`config.mk`:
```
export PLATFORM = sky130hd
export DESIGN_NAME = uart_tx_fifo
export DESIGN_NICKNAME = d
export VERILOG_FILES = /design/src/rtl/uart_tx_fifo.sv
export SDC_FILE = /design/constraint.sdc
export NUM_CORES = 1
export LEC_CHECK = 0
export CORE_MARGIN = 2
export CORE_UTILIZATION = 63
export CTS_CLUSTER_DIAMETER = 80
export DETAILED_ROUTE_END_ITERATION = 8
export PLACE_DENSITY = 0.83
export SYNTH_ARGS = -nofsm -noshare
export SYNTH_HDL_FRONTEND = slang
export SYNTH_SLANG_ARGS = --single-unit
```
`constraint.sdc`:
```
create_clock -name clk -period 3.6 [get_ports clk]
set_input_delay 0.36 -clock clk [delete_from_list [all_inputs] [get_ports clk]]
set_output_delay 0.36 -clock clk [all_outputs]
set_load 0.05 [all_outputs]
```
`src/rtl/uart_tx_fifo.sv`:
```
// UART transmitter with a small input FIFO and an internal baud divider.
// Frame format (data width, parity, stop bits) is fixed at elaboration.
module uart_tx_fifo #(
    parameter int CLK_DIV    = 16,
    parameter int DATA_BITS  = 8,
    parameter int PARITY_EN  = 0,
    parameter int PARITY_ODD = 0,
    parameter int STOP_BITS  = 1,
    parameter int FIFO_DEPTH = 4
) (
    input  logic                 clk,
    input  logic                 reset,
    input  logic                 tx_enable,
    input  logic                 ld_tx_data,
    input  logic [DATA_BITS-1:0] tx_data,
    output logic                 tx_ready,
    output logic                 tx_empty,
    output logic                 tx_busy,
    output logic                 tx_out
);

    localparam int AW = $clog2(FIFO_DEPTH);
    localparam int CW = $clog2(CLK_DIV);
    localparam logic [CW-1:0] BAUD_LAST = CW'(CLK_DIV - 1);
    localparam logic [3:0]    DATA_LAST = 4'(DATA_BITS - 1);
    localparam logic [3:0]    STOP_LAST = 4'(STOP_BITS - 1);
    localparam logic [AW:0]   FIFO_FULL_CNT = (AW + 1)'(FIFO_DEPTH);
    localparam logic          PAR_INIT = (PARITY_ODD != 0);
    localparam logic          HAS_PARITY = (PARITY_EN != 0);

    localparam logic [2:0] S_IDLE   = 3'd0;
    localparam logic [2:0] S_START  = 3'd1;
    localparam logic [2:0] S_DATA   = 3'd2;
    localparam logic [2:0] S_PARITY = 3'd3;
    localparam logic [2:0] S_STOP   = 3'd4;

    logic [DATA_BITS-1:0] mem [FIFO_DEPTH];
    logic [AW-1:0]        wr_ptr_reg;
    logic [AW-1:0]        rd_ptr_reg;
    logic [AW:0]          count_reg;

    logic [2:0]           state_reg;
    logic [CW-1:0]        baud_reg;
    logic [3:0]           bit_reg;
    logic [DATA_BITS-1:0] shift_reg;
    logic                 parity_reg;
    logic                 tx_out_reg;

    logic                 fifo_full;
    logic                 fifo_empty;
    logic                 wr_en;
    logic                 pop;
    logic                 baud_tick;
    logic                 stop_done;
    logic [DATA_BITS-1:0] head;

    assign fifo_full  = (count_reg == FIFO_FULL_CNT);
    assign fifo_empty = (count_reg == '0);
    assign wr_en      = ld_tx_data && !fifo_full;
    assign head       = mem[rd_ptr_reg];
    assign baud_tick  = (baud_reg == BAUD_LAST);
    assign stop_done  = (state_reg == S_STOP) && baud_tick && (bit_reg == STOP_LAST);

    // A new frame may only begin at a frame boundary: from IDLE or at the very end of STOP.
    assign pop = !fifo_empty && tx_enable && ((state_reg == S_IDLE) || stop_done);

    assign tx_ready = !fifo_full;
    assign tx_busy  = (state_reg != S_IDLE);
    assign tx_empty = fifo_empty && (state_reg == S_IDLE);
    assign tx_out   = tx_out_reg;

    always_ff @(posedge clk) begin
        if (wr_en) begin
            mem[wr_ptr_reg] <= tx_data;
        end
    end

    always_ff @(posedge clk) begin
        if (reset) begin
            wr_ptr_reg <= '0;
            rd_ptr_reg <= '0;
            count_reg  <= '0;
        end else begin
            if (wr_en) begin
                wr_ptr_reg <= wr_ptr_reg + AW'(1);
            end
            if (pop) begin
                rd_ptr_reg <= rd_ptr_reg + AW'(1);
            end
            case ({wr_en, pop})
                2'b10:   count_reg <= count_reg + (AW + 1)'(1);
                2'b01:   count_reg <= count_reg - (AW + 1)'(1);
                default: count_reg <= count_reg;
            endcase
        end
    end

    always_ff @(posedge clk) begin
        if (reset) begin
            state_reg  <= S_IDLE;
            baud_reg   <= '0;
            bit_reg    <= '0;
            shift_reg  <= '0;
            parity_reg <= 1'b0;
            tx_out_reg <= 1'b1;
        end else begin
            baud_reg <= baud_tick ? '0 : baud_reg + CW'(1);
            case (state_reg)
                S_IDLE: begin
                    baud_reg   <= '0;
                    bit_reg    <= '0;
                    tx_out_reg <= 1'b1;
                    if (pop) begin
                        state_reg  <= S_START;
                        shift_reg  <= head;
                        parity_reg <= (^head) ^ PAR_INIT;
                        tx_out_reg <= 1'b0;
                    end
                end
                S_START: begin
                    if (baud_tick) begin
                        state_reg  <= S_DATA;
                        bit_reg    <= '0;
                        tx_out_reg <= shift_reg[0];
                    end
                end
                S_DATA: begin
                    if (baud_tick) begin
                        if (bit_reg == DATA_LAST) begin
                            bit_reg <= '0;
                            if (HAS_PARITY) begin
                                state_reg  <= S_PARITY;
                                tx_out_reg <= parity_reg;
                            end else begin
                                state_reg  <= S_STOP;
                                tx_out_reg <= 1'b1;
                            end
                        end else begin
                            // The line is registered, so present the next bit as we shift.
                            bit_reg    <= bit_reg + 4'd1;
                            shift_reg  <= shift_reg >> 1;
                            tx_out_reg <= shift_reg[1];
                        end
                    end
                end
                S_PARITY: begin
                    if (baud_tick) begin
                        state_reg  <= S_STOP;
                        bit_reg    <= '0;
                        tx_out_reg <= 1'b1;
                    end
                end
                S_STOP: begin
                    if (baud_tick) begin
                        if (bit_reg == STOP_LAST) begin
                            bit_reg <= '0;
                            if (pop) begin
                                state_reg  <= S_START;
                                shift_reg  <= head;
                                parity_reg <= (^head) ^ PAR_INIT;
                                tx_out_reg <= 1'b0;
                            end else begin
                                state_reg  <= S_IDLE;
                                tx_out_reg <= 1'b1;
                            end
                        end else begin
                            bit_reg <= bit_reg + 4'd1;
                        end
                    end
                end
                default: begin
                    state_reg  <= S_IDLE;
                    tx_out_reg <= 1'b1;
                end
            endcase
        end
    end

endmodule

```
==> results.json <==
{
  "diodes": 0,
  "gp_congestion": 0.835,
  "viasPerCell": 5.96,
  "required_ns": 3.24,
  "coreArea_mm2": 0.00429,
  "vias": 1793,
  "syn_to_final_growth_pct": 13.5,
  "grt_max_degree": 20,
  "cts_resized": 0,
  "fin_crit_sh_pct": 75.1,
  "clkLatencyLatePin_ns": 0.33,
  "ys_async_sr_fraction_pct": 0,
  "ctsHoldBuffers": 0,
  "crit_path_max_fanout": 12,
  "cts_max_level": 3,
  "first_global_vias": 1790,
  "timing_worst_setup_path_type": "flop to output port",
  "finalCriticalPeriod_ns": 2.70,
  "grt_pass1_wl_mm": 8.25,
  "pre_cts_ws_ns": 0.839,
  "startpoint_type": "flop",
  "status": "finished, final reports clean",
  "tightest_slew_ns": 0.709,
  "final_layout_size_suffix_gt1_share_pct": 13.7,
  "synth_cell_types": 52,
  "synth_seq_cells": 61,
  "start_util_pct": 64.7,
  "drtAntennaViolNets": 0,
  "total_power_mw": 2.28,
  "dr.pass1.iters": 5,
  "maxCapViolCount": 0,
  "die_h_um": 70.4,
  "endpoint_kind": "output port",
  "synth_area_mm2": 0.00278,
  "die_w_um": 70.4,
  "cts-root-buf": "clkbuf_8",
  "synth_seq_area_share_pct": 55.5,
  "ys.flop_type": "edfxtp_1",
  "grt_overflow_total": 0,
  "switching_power_uw": 787,
  "syn-num-nets": 247,
  "track_usage_pct": 21.6,
  "wl_per_cell_um": 15.6,
  "p_int_mw": 1.50,
  "io_buffers": 15,
  "rsz0062_at_grt": "no",
  "post_cts_buffers": 0,
  "cts_made_buffers": 9,
  "synth_top_area_share_pct": 34.6,
  "postRouteWirelength_mm": 4.69,
  "ios": 16,
  "p_seq_share_pct": 42.7,
  "die-area_mm2": 0.00496,
  "pwr_density_cell_mw_per_mm2": 724,
  "fmax_mhz": 370,
  "hp-class": "flop to flop",
  "hold_slack_ns": 0.474,
  "place_hpwl_mm": 3.24,
  "critPathArrivalTime_ns": 2.34,
  "fin_nets": 265,
  "yosysTopAreaCell": "edfxtp_1",
  "final_max_slew_viol_count": 0,
  "path_clk_slew_ns": 0.07,
  "syn_avg_cell_area_um2": 12.3,
  "fin_ws_ns": 0.897,
  "largest_reg_flops": 32,
  "ir_drop_mv": 0.499,
  "rows": 24,
  "grt_antenna_before_repair": 0,
  "finalSetupTns_ns": 0,
  "switching_share_pct": 34.4,
  "slew_headroom_pct": 52.6,
  "dr.first_iter.drc_count": 196,
  "cts_buffer_depth": 2,
  "cts.sinks": 61,
  "synth_edf_count": 32,
  "drc": 0,
  "clockPowerShare_pct": 26.2,
  "hold_violations": 0,
  "netlist_instances": 226,
  "clock_skew_ns": 0.00763,
  "cts_tree": "built",
  "synthTopCellsByArea": "edfxtp_1 (35%), dfxtp_1 (21%), mux4_2 (6.5%)",
  "finalSetupViolCount": 0,
  "p_leak_nw": 1.08,
  "yosys_warnings": 0,
  "comb_power_share_pct": 31.1
}
-- layout by cell type, fill, tap and decap left out, types with 2 or more instances in the layout --
cell type and n:
a211oi_1 8, a21oi_1 10, a31o_2 2, a32oi_1 2, a41oi_1 8, and3_1 6, buf_4 2, clkbuf_8 9
clkdlybuf4s50_1 15, clkinv_2 2, dfxtp_1 29, edfxtp_1 32, ha_1 8, inv_1 12, inv_6 2, mux2i_1 8
mux4_2 8, nand2_1 6, nand2b_1 3, nand3_1 6, nand4_1 2, nor2_1 19, nor3_1 2, nor3b_1 2
o211ai_1 2, o21ai_0 6, o21ai_1 2, o22ai_1 2, o31ai_4 2, or3_1 4, xnor2_1 2, xor2_1 3
-- final cells by class --
class | count | area, um^2
flip-flops and latches | 61 | 1540
fillers | 277 | 1140
multi-input cells | 142 | 1140
repair buffers | 17 | 165
clock buffers | 9 | 124
clock inverters | 7 | 73.8
well taps | 52 | 65.1
inverters | 13 | 48.8
-- worst max-delay path, cell delays in order, from the launching register on --
cell and delay, ns:
dfxtp_1 0.44, nor3_1 0.43, inv_1 0.12, nor4_1 0.17, clkdlybuf4s50_1 0.84
-- through the flow --
step	area, um^2	utilization, %	instances
2_1_floorplan	2780	-	226
3_3_place_gp	2960	68.9	285
6_report	3150	73.5	301
3_5_place_dp	2960	68.9	285
5_1_grt	3150	73.5	301
4_1_cts	3150	73.5	301
-- path summary, 6_finish.rpt --
kind / startpoint / to / slack (ns) / cells past startpoint
setup / recovery: state_reg[2] / tx_empty / 0.90 / 4
hold / removal: baud_reg[0] / baud_reg[0] / 0.47 / 1
setup reg to reg: bit_reg[0] / count_reg[2] / 0.94 / 11
hold reg to reg: baud_reg[0] / baud_reg[0] / 0.47 / 1
-- Yosys cell counts, types with 3 or more instances --
cell type  instances
nand3_1            6
buf_2              3
clkbuf_1           3
nand2_1            6
o21ai_0            6
ha_1               8
mux2i_1            8
inv_1             12
mux4_2             8
or3_1              4
nor2_1            19
dfxtp_1           29
xor2_1             3
nand2b_1           3
a21oi_1           10
edfxtp_1          32
a41oi_1            8
and3_1             6
a211oi_1           8
-- power groups by stage --
stage | clock (mW) | sequential (mW) | combinational (mW)
after floorplan | 0 | 0.938 | 0.604
after detailed placement | 0 | 0.989 | 0.713
final | 0.598 | 0.976 | 0.711
after global placement | 0 | 0.985 | 0.699
after global routing | 0.636 | 0.995 | 0.789
after CTS | 0.613 | 0.975 | 0.717
-- layer usage --
layer  vias to the layer above  global-route usage, %  wire length (um)
met5                         -                      0                 0
met1                       842                   27.7              2030
met4                         0                   10.3                38
met3                         2                   5.34               244
li1                        903                      -                 -
met2                        46                   34.5              2380
-- cells by family after synthesis --
logic type	share of synthesized area (%)
flops	55.5
compound gates	13.1
xor+xnor	1.58
mux	9.37
fa+ha+maj	4.68
simple gates	12.2
buf+inv	3.65
No activity file was read; power rests on OpenSTA's default activity.
==> RTL change 1: new RTL, same settings <==
Set the parameter `FIFO_DEPTH` to 2 (it was 4).
--- a/src/rtl/uart_tx_fifo.sv
+++ b/src/rtl/uart_tx_fifo.sv
@@ -7,5 +7,5 @@
     parameter int PARITY_ODD = 0,
     parameter int STOP_BITS  = 1,
-    parameter int FIFO_DEPTH = 4
+    parameter int FIFO_DEPTH = 2
 ) (
     input  logic                 clk,
Behaviour: not the same (Yosys sat finds a counterexample within 4 cycles, from zero or initial values and one cycle with reset high).
==> RTL change 1 against the original RTL <==
  * Synthesized area down 31%
  * Total power is 38% lower
  * Worst setup slack improved by 0.00090 ns
  * Critical path depth unchanged
  * Cell count is 23% lower
  * Design area is 31% lower
  * Global-route usage increased by 1.5 points
  * Synthesized cell count decreased by 17%
  * Register-to-register slack better by 0.24 ns
  * Wire length down 25%
  * Clock power down 38%
  * Non-clock buffer count decreased by 1
  * Sequential cell count down 20
  * Critical endpoint unchanged
==> RTL change 1: results (changes against the original RTL) <==
Placement
  – RePlAce Congestion: 0.900 (+7.8%)
  – Cell Area, Placed: 2060 µm² (-30%)
  – Detailed Place HPWL: 2580 µm (-20%)

Layout
  – Non-Filler Instances: 233 (-23%)
  – Filler instances: 200 (-28%)
  – Max reg flops: 16 (-50%)
  – Nets: 215 (-19%)

Global routing
  – Met2 usage: 34.6% (+0.12 points)
  – GRT Total Usage: 23.1% (+1.5 points)
  – Largest net degree at the start of global routing: 22 (+10%)
  – First-pass GRT wire length: 5920 µm (-28%)
  – GRT met1 Usage: 32.0% (+4.2 points)

Power and ir drop
  – Seq. pwr: 0.000636 W (-35%)
  – NetSw: 0.000455 W (-42%)

Floorplanning
  – Core Rows: 20 (-17%)

Synth
  – Compound-Gate Fraction of Synth Area: 12.3% (-0.76 points)
  – XOR/XNOR Fraction of Synth Area: 2.29% (+0.71 points)
  – Syn Inst Count: 188 (-17%)
  – Unique masters post-synth: 43 (-17%)
  – Post-synthesis mux area share: 8.95% (-0.42 points)
  – Post-Syn Nets: 204 (-17%)
  – Adder-Cell Fraction of Synth Area: 3.20% (-1.5 points)

Setup path
  – Reg2reg end: count_reg[1]
  – Flop2flop setup slack: 1.18 ns (+0.24 ns)

Drt
  – Drt pass-1 iters: 4 (-1)
  – Detail Route met2 WL: 1690 µm (-29%)

Timing
  – Hold slack: 0.461 ns (-0.0136 ns)

Clock network
  – CTS Root Cell: clkbuf_4
  – # H-tree levels: 2 (-1)

Outcome
  – Status: completed
-- RTL change 1: final cells by class --
| type | count | area share [%] |
|---|---|---|
| well taps | 33 | 1.90 |
| flip-flops and latches | 41 | 45.2 |
| inverters | 7 | 1.21 |
| repair buffers | 16 | 7.26 |
| clock inverters | 3 | 3.17 |
| multi-input cells | 128 | 39.5 |
| clock buffers | 5 | 1.73 |
-- RTL change 1: worst max path at each step --
stage,start,endpoint,depth (start not counted),slack (ns)
floorplan,state_reg[1],tx_empty,4,1.03
global placement,baud_reg[0],count_reg[1],8,1.36
detailed placement,bit_reg[0],count_reg[1],9,1.23
CTS,state_reg[0],tx_empty,4,0.92
global route,state_reg[0],tx_empty,4,0.76
finish,state_reg[0],tx_empty,4,0.90
-- RTL change 1: worst max-delay path, stage by stage, from the launching register on --
cell             delay [ns]
dfxtp_1                0.45
nor2_1                 0.36
nand2_1                0.17
nor3_1                 0.18
clkdlybuf4s50_1        0.84
==> RTL change 2: new RTL, same flow settings <==
Made on the original files. Make the reset (`reset`) asynchronous in 2 clocked blocks.
--- a/src/rtl/uart_tx_fifo.sv
+++ b/src/rtl/uart_tx_fifo.sv
@@ -76,5 +76,5 @@
     end
 
-    always_ff @(posedge clk) begin
+    always_ff @(posedge clk or posedge reset) begin
         if (reset) begin
             wr_ptr_reg <= '0;
@@ -96,5 +96,5 @@
     end
 
-    always_ff @(posedge clk) begin
+    always_ff @(posedge clk or posedge reset) begin
         if (reset) begin
             state_reg  <= S_IDLE;
Check against the original RTL: differs if reset is asserted again (counterexample within 4 cycles, from zero or initial values and one cycle with reset high); with reset held inactive, the same outputs for 10 cycles.
==> RTL change 2 against the original RTL <==
  * Wire length is 0.47% higher
  * Total power is 9.0% higher
  * Design area is 3.4% lower
  * Count of clock-buffer cells in the layout stayed put
  * Clock skew hardly changed
  * Critical endpoint is now count_reg[2]
  * Sequential cell count is 2 lower
  * Worst setup slack worse by 0.25 ns
  * Synthesized area is 4.8% lower
==> RTL change 2: results (changes against the original RTL) <==
Outcome
  – Status: completed

Synth
  – Synth area leaders: edfxtp_1, dfrtp_1, mux4_2, ha_1, a2bb2oi_1
  – Sequential element share of the synthesized area: 61.9% (+6.4 points)
  – Post-Syn Nets: 213 (-14%)
  – Ys async rst share: 45.8% (+46 points)
  – Post-synth top cells: edfxtp_1, dfrtp_1, inv_1, nand2_1, o22ai_1
  – Syn Inst Count: 192 (-15%)

Global routing
  – GRT Total Usage: 24.3% (+2.6 points)
  – Largest net degree at the start of global routing: 28 (+40%)
  – First-pass GRT wire length: 7820 µm (-5.2%)
  – Vias in the first global route: 1,600 (-11%)

Drt
  – DRT iter0 DRCs: 170 (-13%)
  – Post-Route WL: 4710 µm (+0.47%)
  – Drt pass-1 iters: 4 (-1)
  – Via-to-Cell Ratio: 5.89 (-1.2%)
  – Drt wl/cell: 17.7 µm (+14%)

Setup path
  – CP peak stage delay: 0.42 ns (-0.42 ns)
  – Critical Path Fanout Max: 11 (-1)
  – Cell family with most CP delay: simple AND/OR/NAND/NOR gates
  – FF-to-FF path depth: 12 (+1)
  – Critical Path AT: 3.21 ns (+0.87 ns)
  – Flop2flop setup slack: 0.65 ns (-0.29 ns)
  – Slowest stage cell on the critical path: dfrtp_1

Layout
  – Filler instances: 236 (-15%)
  – Share of layout cells above drive strength 1: 16.7% (+3.0 points)
  – Nets: 232 (-12%)

Timing
  – Actual slew at the worst max-slew pin: 0.980 ns (+0.271 ns)
  – Skew final: 0.00788 ns (+0.000245 ns)
  – Final Hold Fails: 0 (unchanged)

Power and ir drop
  – P_leak: 1.19 nW (+10%)
  – Worst vdd ir: 0.517 mV (+3.5%)

Placement
  – Detailed Place HPWL: 3290 µm (+1.6%)
  – RePlAce Congestion: 0.864 (+3.5%)
  – Placed Cells: 250 (-12%)
  – Port bufs: 15 (unchanged)

Min path
  – Hold Path Class: reg -> reg

Clock network
  – Post CTS Setup Buffer Count: 0 (unchanged)
RTL change 2: through the flow:
stage	hold WS [ns]	setup slack, ns	area [µm²]	power (W)
floorplan	0.412	1.14	2650	0.00163
global placement	0.451	0.915	2820	0.00177
detailed placement	0.463	0.702	2820	0.00183
CTS	0.472	0.637	3050	0.00250
global route	0.518	0.508	3050	0.00262
finish	0.469	0.649	3050	0.00249
RTL change 2: worst register-to-register path, cell delays in order, from the launching register on:
cell and delay (ns):
dfrtp_1 0.42, inv_1 0.08, ha_1 0.15, or3b_4 0.39, o21ai_2 0.14, nand2b_1 0.31
inv_1 0.23, ha_1 0.22, inv_1 0.06, fa_1 0.39, xor2_1 0.17, nor2_1 0.14
xor2_1 0.18
RTL change 2: cell families (layout without fill, tap and decap cells):
family	after synthesis	count (layout)	synth area share, %
muxes	10	10	7.61
and+or+nand+nor	44	44	8.75
xor gates and xnor gates	9	9	2.98
adders and majority gates	9	9	4.54
AOI/OAI and AO/OA	39	39	10.7
DFF	59	59	61.9
buffers and inverters	22	46	3.50
RTL change 2: final timing paths:
check	startpoint	to
max in group asynchronous	reset	shift_reg[5]
min reg2reg	baud_reg[0]	baud_reg[0]
min	baud_reg[0]	baud_reg[0]
min in group asynchronous	reset	baud_reg[3]
max reg2reg	bit_reg[0]	count_reg[2]
max	bit_reg[0]	count_reg[2]
RTL change 2: layer usage:
layer,vias up,part of all wire [%],global-route usage [%]
met5,-,0,0
met4,0,1.9,10.3
met3,9,4.0,6.33
met2,31,51,39.2
met1,773,43,31.3
li1,753,-,-
RTL change 2: power by group:
group	internal, W	switching [W]	leakage [nW]
clock network	0.000394	0.000275	0.106
registers	0.000925	0.000161	0.620
logic	0.000347	0.000388	0.460
RTL change 2: area by class of cell:
type | count | area share, %
timing repair buffer | 15 | 4.93
clock buffer | 9 | 4.06
sequential | 59 | 53.7
tap | 50 | 2.05
clock inverter | 7 | 3.33
inverter | 15 | 1.85
multi-input combinational | 111 | 30.0
